$ cat src/rtl/inv_pkg.sv
// Shared types and defaults for the inverse-result word serializer.
// The block is emitted as WORDS_PER_BLK words, most significant word first.
package inv_pkg;

    localparam int DATA_W        = 128;
    localparam int WORD_W        = 32;
    localparam int WORDS_PER_BLK = DATA_W / WORD_W;

    typedef logic [DATA_W-1:0] block_t;
    typedef logic [WORD_W-1:0] word_t;

    typedef enum logic {
        IDLE = 1'b0,
        SEND = 1'b1
    } ser_state_e;

endpackage

$ cat src/rtl/inv_blk_fifo.sv
// Small register FIFO of whole result blocks; head is readable without a pop.
// Full/empty come from the registered count, so a push while full is refused even if a pop happens.
module inv_blk_fifo #(
    parameter int DATA_W = 128,
    parameter int DEPTH  = 2
) (
    input  logic                     clk,
    input  logic                     rst,
    input  logic                     push,
    input  logic [DATA_W-1:0]        push_data,
    input  logic                     pop,
    output logic [DATA_W-1:0]        head_data,
    output logic                     full,
    output logic                     empty,
    output logic [$clog2(DEPTH):0]   count
);
    import inv_pkg::*;

    localparam int AW = $clog2(DEPTH);

    logic [DATA_W-1:0] mem [DEPTH];
    logic [AW-1:0]     wr_ptr_reg;
    logic [AW-1:0]     rd_ptr_reg;
    logic [AW:0]       count_reg;
    logic              push_ok;
    logic              pop_ok;

    assign full      = (count_reg == (AW+1)'(DEPTH));
    assign empty     = (count_reg == '0);
    assign count     = count_reg;
    assign head_data = mem[rd_ptr_reg];
    assign push_ok   = push && !full;
    assign pop_ok    = pop && !empty;

    always_ff @(posedge clk) begin
        if (push_ok) begin
            mem[wr_ptr_reg] <= push_data;
        end
    end

    always_ff @(posedge clk) begin
        if (rst) begin
            wr_ptr_reg <= '0;
            rd_ptr_reg <= '0;
            count_reg  <= '0;
        end else begin
            if (push_ok) begin
                wr_ptr_reg <= wr_ptr_reg + 1'b1;
            end
            if (pop_ok) begin
                rd_ptr_reg <= rd_ptr_reg + 1'b1;
            end
            if (push_ok && !pop_ok) begin
                count_reg <= count_reg + 1'b1;
            end else if (pop_ok && !push_ok) begin
                count_reg <= count_reg - 1'b1;
            end
        end
    end

endmodule

$ cat src/rtl/inv_word_serializer.sv
// Buffers completed inverse results and streams each one as WORD_W-bit words, MSW first.
// Word valid/data/last are derived only from registers, never from word_ready_i.
module inv_word_serializer #(
    parameter int DATA_W = 128,
    parameter int WORD_W = 32,
    parameter int DEPTH  = 2
) (
    input  logic                     clk,
    input  logic                     rst,
    input  logic                     blk_valid_i,
    input  logic [DATA_W-1:0]        blk_data_i,
    output logic                     blk_ready_o,
    output logic                     word_valid_o,
    input  logic                     word_ready_i,
    output logic [WORD_W-1:0]        word_data_o,
    output logic                     word_last_o,
    output logic                     ovf_o,
    output logic [$clog2(DEPTH):0]   count_o
);
    import inv_pkg::*;

    localparam int NWORDS = DATA_W / WORD_W;
    localparam int IW     = (NWORDS > 1) ? $clog2(NWORDS) : 1;
    localparam int CW     = $clog2(DEPTH) + 1;
    localparam logic [IW-1:0] LAST_IDX = IW'(NWORDS - 1);

    ser_state_e        state_reg;
    logic [IW-1:0]     idx_reg;
    logic              ovf_reg;
    logic [DATA_W-1:0] head_data;
    logic              fifo_full;
    logic              fifo_empty;
    logic [CW-1:0]     fifo_count;
    logic              push_ok;
    logic              pop_word;
    logic [WORD_W-1:0] words [NWORDS];

    inv_blk_fifo #(
        .DATA_W (DATA_W),
        .DEPTH  (DEPTH)
    ) u_fifo (
        .clk       (clk),
        .rst       (rst),
        .push      (blk_valid_i),
        .push_data (blk_data_i),
        .pop       (pop_word),
        .head_data (head_data),
        .full      (fifo_full),
        .empty     (fifo_empty),
        .count     (fifo_count)
    );

    genvar gi;
    generate
        for (gi = 0; gi < NWORDS; gi++) begin : g_words
            assign words[gi] = head_data[DATA_W-1-gi*WORD_W -: WORD_W];
        end
    endgenerate

    assign blk_ready_o  = !fifo_full;
    assign push_ok      = blk_valid_i && !fifo_full;
    assign word_valid_o = (state_reg == SEND);
    assign word_last_o  = word_valid_o && (idx_reg == LAST_IDX);
    assign word_data_o  = word_valid_o ? words[idx_reg] : '0;
    assign pop_word     = word_last_o && word_ready_i;
    assign ovf_o        = ovf_reg;
    assign count_o      = fifo_count;

    always_ff @(posedge clk) begin
        if (rst) begin
            state_reg <= IDLE;
            idx_reg   <= '0;
            ovf_reg   <= 1'b0;
        end else begin
            if (blk_valid_i && fifo_full) begin
                ovf_reg <= 1'b1;
            end
            case (state_reg)
                IDLE: begin
                    // The pushed block lands in the FIFO at this edge, so word 0 is valid next cycle.
                    if (push_ok || !fifo_empty) begin
                        state_reg <= SEND;
                        idx_reg   <= '0;
                    end
                end
                SEND: begin
                    if (word_ready_i) begin
                        if (idx_reg == LAST_IDX) begin
                            idx_reg <= '0;
                            if (fifo_count == CW'(1) && !push_ok) begin
                                state_reg <= IDLE;
                            end
                        end else begin
                            idx_reg <= idx_reg + 1'b1;
                        end
                    end
                end
                default: state_reg <= IDLE;
            endcase
        end
    end

endmodule

$ cat config.mk
export PLATFORM = sky130hd
export DESIGN_NAME = inv_word_serializer
export DESIGN_NICKNAME = d
export VERILOG_FILES = /design/src/rtl/inv_pkg.sv /design/src/rtl/inv_blk_fifo.sv /design/src/rtl/inv_word_serializer.sv
export SDC_FILE = /design/constraint.sdc
export NUM_CORES = 1
export LEC_CHECK = 0
export CORE_ASPECT_RATIO = 0.7
export CORE_MARGIN = 3
export CORE_UTILIZATION = 40
export CTS_BUF_LIST = sky130_fd_sc_hd__clkbuf_8
export CTS_CLUSTER_DIAMETER = 50
export DETAILED_ROUTE_END_ITERATION = 16
export PLACE_DENSITY = 0.65
export REMOVE_ABC_BUFFERS = 1
export SLEW_MARGIN = 0
export SYNTH_ARGS = -nofsm -noshare
export SYNTH_HDL_FRONTEND = slang
export SYNTH_SLANG_ARGS = --single-unit
$ cat constraint.sdc
create_clock -name clk -period 17.85 [get_ports clk]
set_input_delay 1.785 -clock clk [delete_from_list [all_inputs] [get_ports clk]]
set_output_delay 1.785 -clock clk [all_outputs]
set_load 0.03 [all_outputs]
# == Word level (Yosys, flattened, before mapping) ==
# Memories as Yosys holds them, arrays and structs flattened. A register that Yosys moved wholly into a read port is not among the register bits.
# Index checks and enable logic that the tools add are counted.
# word_totals
register_bits,8
ramBits,256
word_cells,55
out_inout_bits,38
in_bits,132
n_memories,1
# memory_table
memory,words,word_bits,read_ports,rd_ports_with_merged_regs,write_ports,line_no,rtl
u_fifo.mem,2,128,1,1,1,inv_blk_fifo.sv:21,logic [DATA_W-1:0] mem [DEPTH];
# classes
bitwise,2
reduce_logical,16
order_cmp,1
muxes,19
eq_ne,5
n_addsub,5
# op_table
op,count
32-bit 2-to-1 mux,3
32-bit binary-select mux with 2-bit select,1
2-bit 2-to-1 mux,5
1-bit logical AND,8
1-bit 2-to-1 mux,8
2-bit by 1-bit adder with 2-bit output (second input constant),2
2-bit equality test (second input constant),2
1-bit logical NOT,4
2-bit inequality test (second input constant),2
2-bit one-hot mux with 2 select lines,1
3-bit greater-or-equal comparator (second input constant),1
2-bit NOT with 3-bit output,1
1-bit adder (second input constant),2
2-bit by 1-bit equality test with 1-bit output (second input constant),1
2-bit logical NOT,1
1-bit one-hot mux with 2 select lines,1
2-bit AND reduction,1
2-bit nonzero test,1
2-bit by 1-bit subtractor with 2-bit output (second input constant),1
1-bit logical OR,1
1-bit NOT,1

# == Depth between registers and ports, before layout ==
# Gate-level depths: netlist (run 1).
# logic_depth
ltp_word,9
mapped_depth,9
mapped_depth_nobuf,8

# == Modules after synthesis ==
# Synthesis (run 1) repeated with hierarchy kept, for this count alone.
# unflattened
cells_unflattened,522
hier_area_um2,10724.0
# modules_own_cells
module,instances,area_per_inst_um2,seq_area_each_um2,cells_per_inst
inv_blk_fifo,1,9489.1,7787.5,423
inv_word_serializer,1,1234.9,80.1,99

# == Worst setup path before layout (run 1) ==
# Ideal clock, no wire load.
# synth_timing
path_type,input to register
start,input blk_valid_i
end,"memory u_fifo.mem[0][0], enable pin"
path_buffers,1
required_time_ns,17.218
cell_stages,3
setup_ns,0.632
setup_slack_ns,9.460
arrival_ns,7.758
path_cell_list,nor2b_1 > clkbuf_1 > nor2b_1
# synth_via
elab_chain_len,3
# synth_lines
element,line_no,rtl
from (decl),inv_word_serializer.sv:10,"input logic blk_valid_i,"
1-bit logical AND,--,
net push_ok,inv_word_serializer.sv:34,logic push_ok;
1-bit 2-to-1 mux,inv_blk_fifo.sv:36,if (push_ok) begin
1-bit 2-to-1 mux (not written as such),inv_blk_fifo.sv:37,mem[wr_ptr_reg] <= push_data;
to (decl),inv_blk_fifo.sv:21,
# The timed path passes the listed nets, and every way through them passes these cells.

==> results of run 1 <==
==> worst paths after layout <==
check | start | endpoint | slack [ps] | cells after the start
min reg2reg | ovf_o | ovf_o | 490 | 2
min | ovf_o | ovf_o | 490 | 2
max | flip-flop | word_data_o[10] | 12210 | 5
max reg2reg | u_fifo.count[0] | u_fifo.mem[1][116] | 14590 | 5
==> layout by cell type, fill, tap and decap left out, drive strengths merged <==
cell / netlist / routed
a211oi: 32 / 32
a21oi: 4 / 4
a32oi: 1 / 1
and2: 2 / 2
buf: 21 / 7
bufinv: 0 / 2
clkbuf: 8 / 43
clkdlybuf4s50: 0 / 169
clkinv: 0 / 11
clkinvlp: 0 / 1
dfxtp: 9 / 9
edfxtp: 256 / 256
ha: 5 / 5
inv: 5 / 20
mux2: 32 / 32
mux2i: 32 / 32
mux4: 32 / 32
nand2: 1 / 1
nand2b: 1 / 1
nand3: 1 / 1
nand4b: 1 / 1
nor2: 12 / 12
nor2b: 2 / 2
nor3: 1 / 1
o22ai: 33 / 33
xnor2: 1 / 1
xor2: 3 / 3
==> per-layer routing <==
| metal | GRT usage [%] | wire length, um |
|---|---|---|
| met1 | 23.2 | 10100 |
| met3 | 4.95 | 1790 |
| met2 | 24.3 | 9980 |
| met5 | 0 | 41 |
| met4 | 4.54 | 340 |
==> cell families after synthesis <==
logic type | Yosys count | share of synthesized area [%]
buffers and inverters | 34 | 2.95
xor gates and xnor gates | 4 | 0.342
DFF | 265 | 76.7
adders and majority gates | 5 | 0.610
muxes | 96 | 13.7
AOI/OAI and AO/OA | 70 | 4.64
and+or+nand+nor | 21 | 0.964
==> report_power, final <==
group	internal (mW)	switching [mW]	leakage, nW	total, mW
clock network	0.252	0.227	0.448	0.479
logic	0.0833	0.112	1.24	0.195
registers	0.757	0.0171	2.47	0.774
total	1.09	0.356	4.15	1.45
==> per-stage QoR <==
step	area [um2]	std cells	utilization (%)	hold WS [ps]
final	12900	1039	51.8	488
after global routing	12900	1039	51.8	512
after CTS	12900	1039	51.8	482
after detailed placement	12100	967	48.7	467
after global placement	12100	967	48.7	455
after floorplan	9970	466	-	472
==> cell type report <==
type | count | share of cell area, %
Inverter | 5 | 0.145
Multi-Input combinational cell | 196 | 16.3
Tap cell | 325 | 3.15
Clock buffer | 43 | 4.58
Sequential cell | 265 | 61.0
Timing Repair Buffer | 176 | 13.5
Clock inverter | 29 | 1.35
==> worst max-delay path: stages, from the launching register on <==
cell,delay [ps]
dfxtp_4,880
buf_4,780
mux4_2,600
o22ai_1,190
a211oi_1,110
clkdlybuf4s50_1,660
==> results_dict.tcl, run 1 <==
set metrics [dict create \
    place_ws_ps 12660 \
    synth.cell_area_um2 10300 \
    start_util_pct 41.1 \
    core_um2 24900 \
    fin_ws_ps 12210 \
    place.gp.congestion 0.708 \
    max-slew-margin-rel_pct 28.8 \
    yosysSeqAreaShare_pct 76.7 \
    cp_max_fo 50 \
    maxSlewViolCount 0 \
    hold_viol_final 0 \
    grt_use_total_pct 16.2 \
    dp_hpwl_mm 13.2 \
    synthTopCellsByCount "edfxtp_1, o22ai_1, a211oi_1, mux2i_1, mux4_2" \
    clock_path_buffers 3 \
    endpoint_kind "primary output" \
    layout-drive-gt1-share_pct 16.1 \
    clock-root-buffer "clkbuf_8" \
    total_power_mw 1.45 \
    antenna_left 0 \
    synth_top_area_share_pct 75.0 \
    cts_sinks 265 \
    cp.required_ps 16060 \
    grt_max_degree 67 \
    drt_pre_antenna_iters 4 \
    overflow 0 \
    drt-initial-drc-count 426 \
    finalWirelength_mm 22.3 \
    async_reset_ff_share_pct 0 \
    rsz0062_at_grt "no" \
    path_class "reg2out" \
    hold_path.class "reg2reg" \
    io_pins 170 \
    h-tree-depth 2 \
    p_per_area_nw_per_um2 112 \
    cts_setup_buffers 0 \
    clock_skew_ps 14.1 \
    leakage_nw 4.15 \
    grt_pass1_vias 5727 \
    period_needed_ps 5640 \
    ys_types 29 \
    synthFlopType "edfxtp_1" \
    synth-edff-count 256 \
    fin_setup_tns_ps 0 \
    status "finished clean" \
    synth.avg_cell_area_um2 20.7 \
    yosysWarnings 0 \
    finalCritPeriodShare_pct 31.6 \
    area_growth_pct 25.9 \
    largest_reg_flops 256 \
    antenna_found_initial 3 \
    fp-row-count 48 \
    nNetsFinal 823 \
    dieHeight_um 140 \
    synth_seq_cells 265 \
    seq_area_um2 7870 \
    vias 5401 \
    startpoint_type "flip-flop" \
    drt-vias-per-instance 5.20 \
    cts_tree "yes" \
    postCtsHoldBufs 0 \
    syn_inst 495 \
    die_width_um 197 \
    grt_pass1_wl_mm 33.8 \
    post-synth-top-count-cell "edfxtp_1" \
    diodes 0 \
    clock_latency_ps 540 \
    synth_area_leaders "edfxtp_1, mux4_2, mux2i_1" \
    vdd_drop_max_mv 0.0615 \
    n_fill_cell 2022 \
    multi_input_area_um2 2100 \
    drc_errors 0 \
    finalSetupViolCount 0 \
    die_area_um2 27600 \
    clk_pin_slew_ps 70 \
    cap_violations 0 \
    max_freq_mhz 177 \
    post_cts_resized 0 \
    numCtsBuffers 42 \
    wl_per_cell_um 21.4 \
    yosysTopAreaCell "edfxtp_1" \
    crit_arrival_ps 3850 \
    worst_pin_slew_ps 1070 \
    placement.io_buffers 169 \
]
Note: power is estimated with default switching activity, not from simulation.
==> run 2, diff against run 1 <==
==> constraint.sdc (replaced) <==
create_clock -name clk -period 5.3 [get_ports clk]
set_input_delay 0.53 -clock clk [delete_from_list [all_inputs] [get_ports clk]]
set_output_delay 0.53 -clock clk [all_outputs]
set_load 0.03 [all_outputs]
==> results_dict.tcl, run 2 (synthesis results as in run 1) <==
set metrics [dict create \
    status "finished clean" \
    final_common_cell "edfxtp_1" \
    maxSlewViolCount 0 \
    total_power_mw 4.91 \
    hp-start "ovf_o" \
    area_growth_pct 26.7 \
    seq_area_um2 7870 \
    leakage_nw 4.16 \
    path_cells "nand2_2, o22ai_1, a211oi_1, clkdlybuf4s50_1" \
    max_freq_mhz 248 \
    r2r_setup_slack_ps 2440 \
    cap_violations 0 \
    postCtsHoldBufs 0 \
    wl_per_cell_um 20.8 \
    drc_errors 0 \
    reg2reg_to "u_fifo.mem[1][109]" \
    dp_hpwl_mm 13.5 \
    dp_cells 967 \
    cpMaxStageDelayCell "dfxtp_2" \
    crit_arrival_ps 3500 \
    endpoint_kind "primary output" \
    placement.io_buffers 169 \
    largest_reg_flops 256 \
    finalCritPeriodShare_pct 76.0 \
    p_per_area_nw_per_um2 378 \
    clock_path_buffers 3 \
    clock_latency_ps 510 \
    rr_worst_depth 5 \
    core_um2 24900 \
    cp_max_fo 37 \
    grt_pass1_wl_mm 33.1 \
    layout-drive-gt1-share_pct 16.4 \
    io_pins 170 \
    fin_area_um2 13000 \
    cts_setup_buffers 0 \
    grt_use_total_pct 15.6 \
    period_needed_ps 4030 \
    start_util_pct 41.1 \
    vdd_drop_max_mv 0.210 \
    critPathMaxStageDelay_ps 1040 \
    numCtsBuffers 43 \
    cts_tree "yes" \
    die_width_um 197 \
    antenna_left 0 \
    whs_ps 483 \
    clk_pin_slew_ps 60 \
    max-slew-margin-rel_pct 28.0 \
    fp-row-count 48 \
    place.gp.congestion 0.772 \
    h-tree-depth 2 \
    nNetsFinal 824 \
    n_fill_cell 2013 \
    drt_pre_antenna_iters 5 \
    clock_skew_ps 9.33 \
    die_area_um2 27600 \
    instances_no_fill 1046 \
    cp.required_ps 4770 \
    hold_path.class "reg2reg" \
    final_cell_mix "edfxtp_1, clkdlybuf4s50_1, clkbuf_8, o22ai_1" \
    hold_viol_final 0 \
    r2r_start "u_fifo.count[0]" \
    post_cts_resized 0 \
    rsz0062_at_grt "no" \
    drt-vias-per-instance 5.11 \
    antenna_found_initial 3 \
    clock-root-buffer "clkbuf_8" \
    grt_pass1_vias 5805 \
    vias 5350 \
    finalWirelength_mm 21.7 \
    worst_pin_slew_ps 1080 \
    hold_depth 2 \
    dpl_cell_area_um2 12200 \
    startpoint_type "flip-flop" \
    grt_max_degree 67 \
    finalSetupViolCount 0 \
    fin_setup_tns_ps 0 \
    cts_sinks 265 \
    path_class "reg2out" \
    multi_input_area_um2 2100 \
    holdPathEnd "ovf_o" \
    dieHeight_um 140 \
    overflow 0 \
    drt-initial-drc-count 306 \
]
run 2: per-layer routing:
metal	up-vias	global-route usage [%]	routed length, um
met1	2683	22.2	9860
met2	176	24.0	9920
met5	-	0	38
li1	2451	-	-
met4	6	3.49	252
met3	34	4.78	1640
run 2: area by class of cell:
type	instances	area share, %
tap	325	3.13
multi-input combinational	196	16.2
sequential	265	60.6
antenna	1	0.0193
clock inverter	33	1.44
timing repair buffer	176	13.7
clock buffer	45	4.77
inverter	5	0.144
run 2: how the worst max path moves through the flow:
stage / from / endpoint / slack (ps) / cells past startpoint
4_1_cts: idx_reg[0] / word_data_o[1] / 1160 / 4
3_5_place_dp: idx_reg[0] / word_data_o[1] / 1740 / 4
6_report: idx_reg[0] / word_data_o[1] / 1270 / 4
2_1_floorplan: u_fifo.count[0] / u_fifo.mem[0][0] / -2190 / 4
5_1_grt: idx_reg[0] / word_data_o[22] / 1070 / 4
3_3_place_gp: idx_reg[0] / word_data_o[23] / 1810 / 4
run 2: per-stage QoR:
step / setup slack, ps / util [%]
2_1_floorplan: -2190 / -
3_3_place_gp: 1810 / 48.9
3_5_place_dp: 1740 / 48.9
4_1_cts: 1160 / 52.1
5_1_grt: 1070 / 52.1
6_report: 1270 / 52.1
run 2: power by group:
| part | total (mW) | internal (mW) | switching, mW |
|---|---|---|---|
| logic | 0.659 | 0.287 | 0.371 |
| registers | 2.61 | 2.55 | 0.0628 |
| clock network | 1.64 | 0.884 | 0.757 |
| total | 4.91 | 3.72 | 1.19 |
run 2: critical path, delay by kind of cell, from the launching register on:
family | cells | cell delay (ps)
AOI/OAI and AO/OA | 2 | 510
and+or+nand+nor | 1 | 770
buffers and inverters | 1 | 650
DFF | 1 | 1040
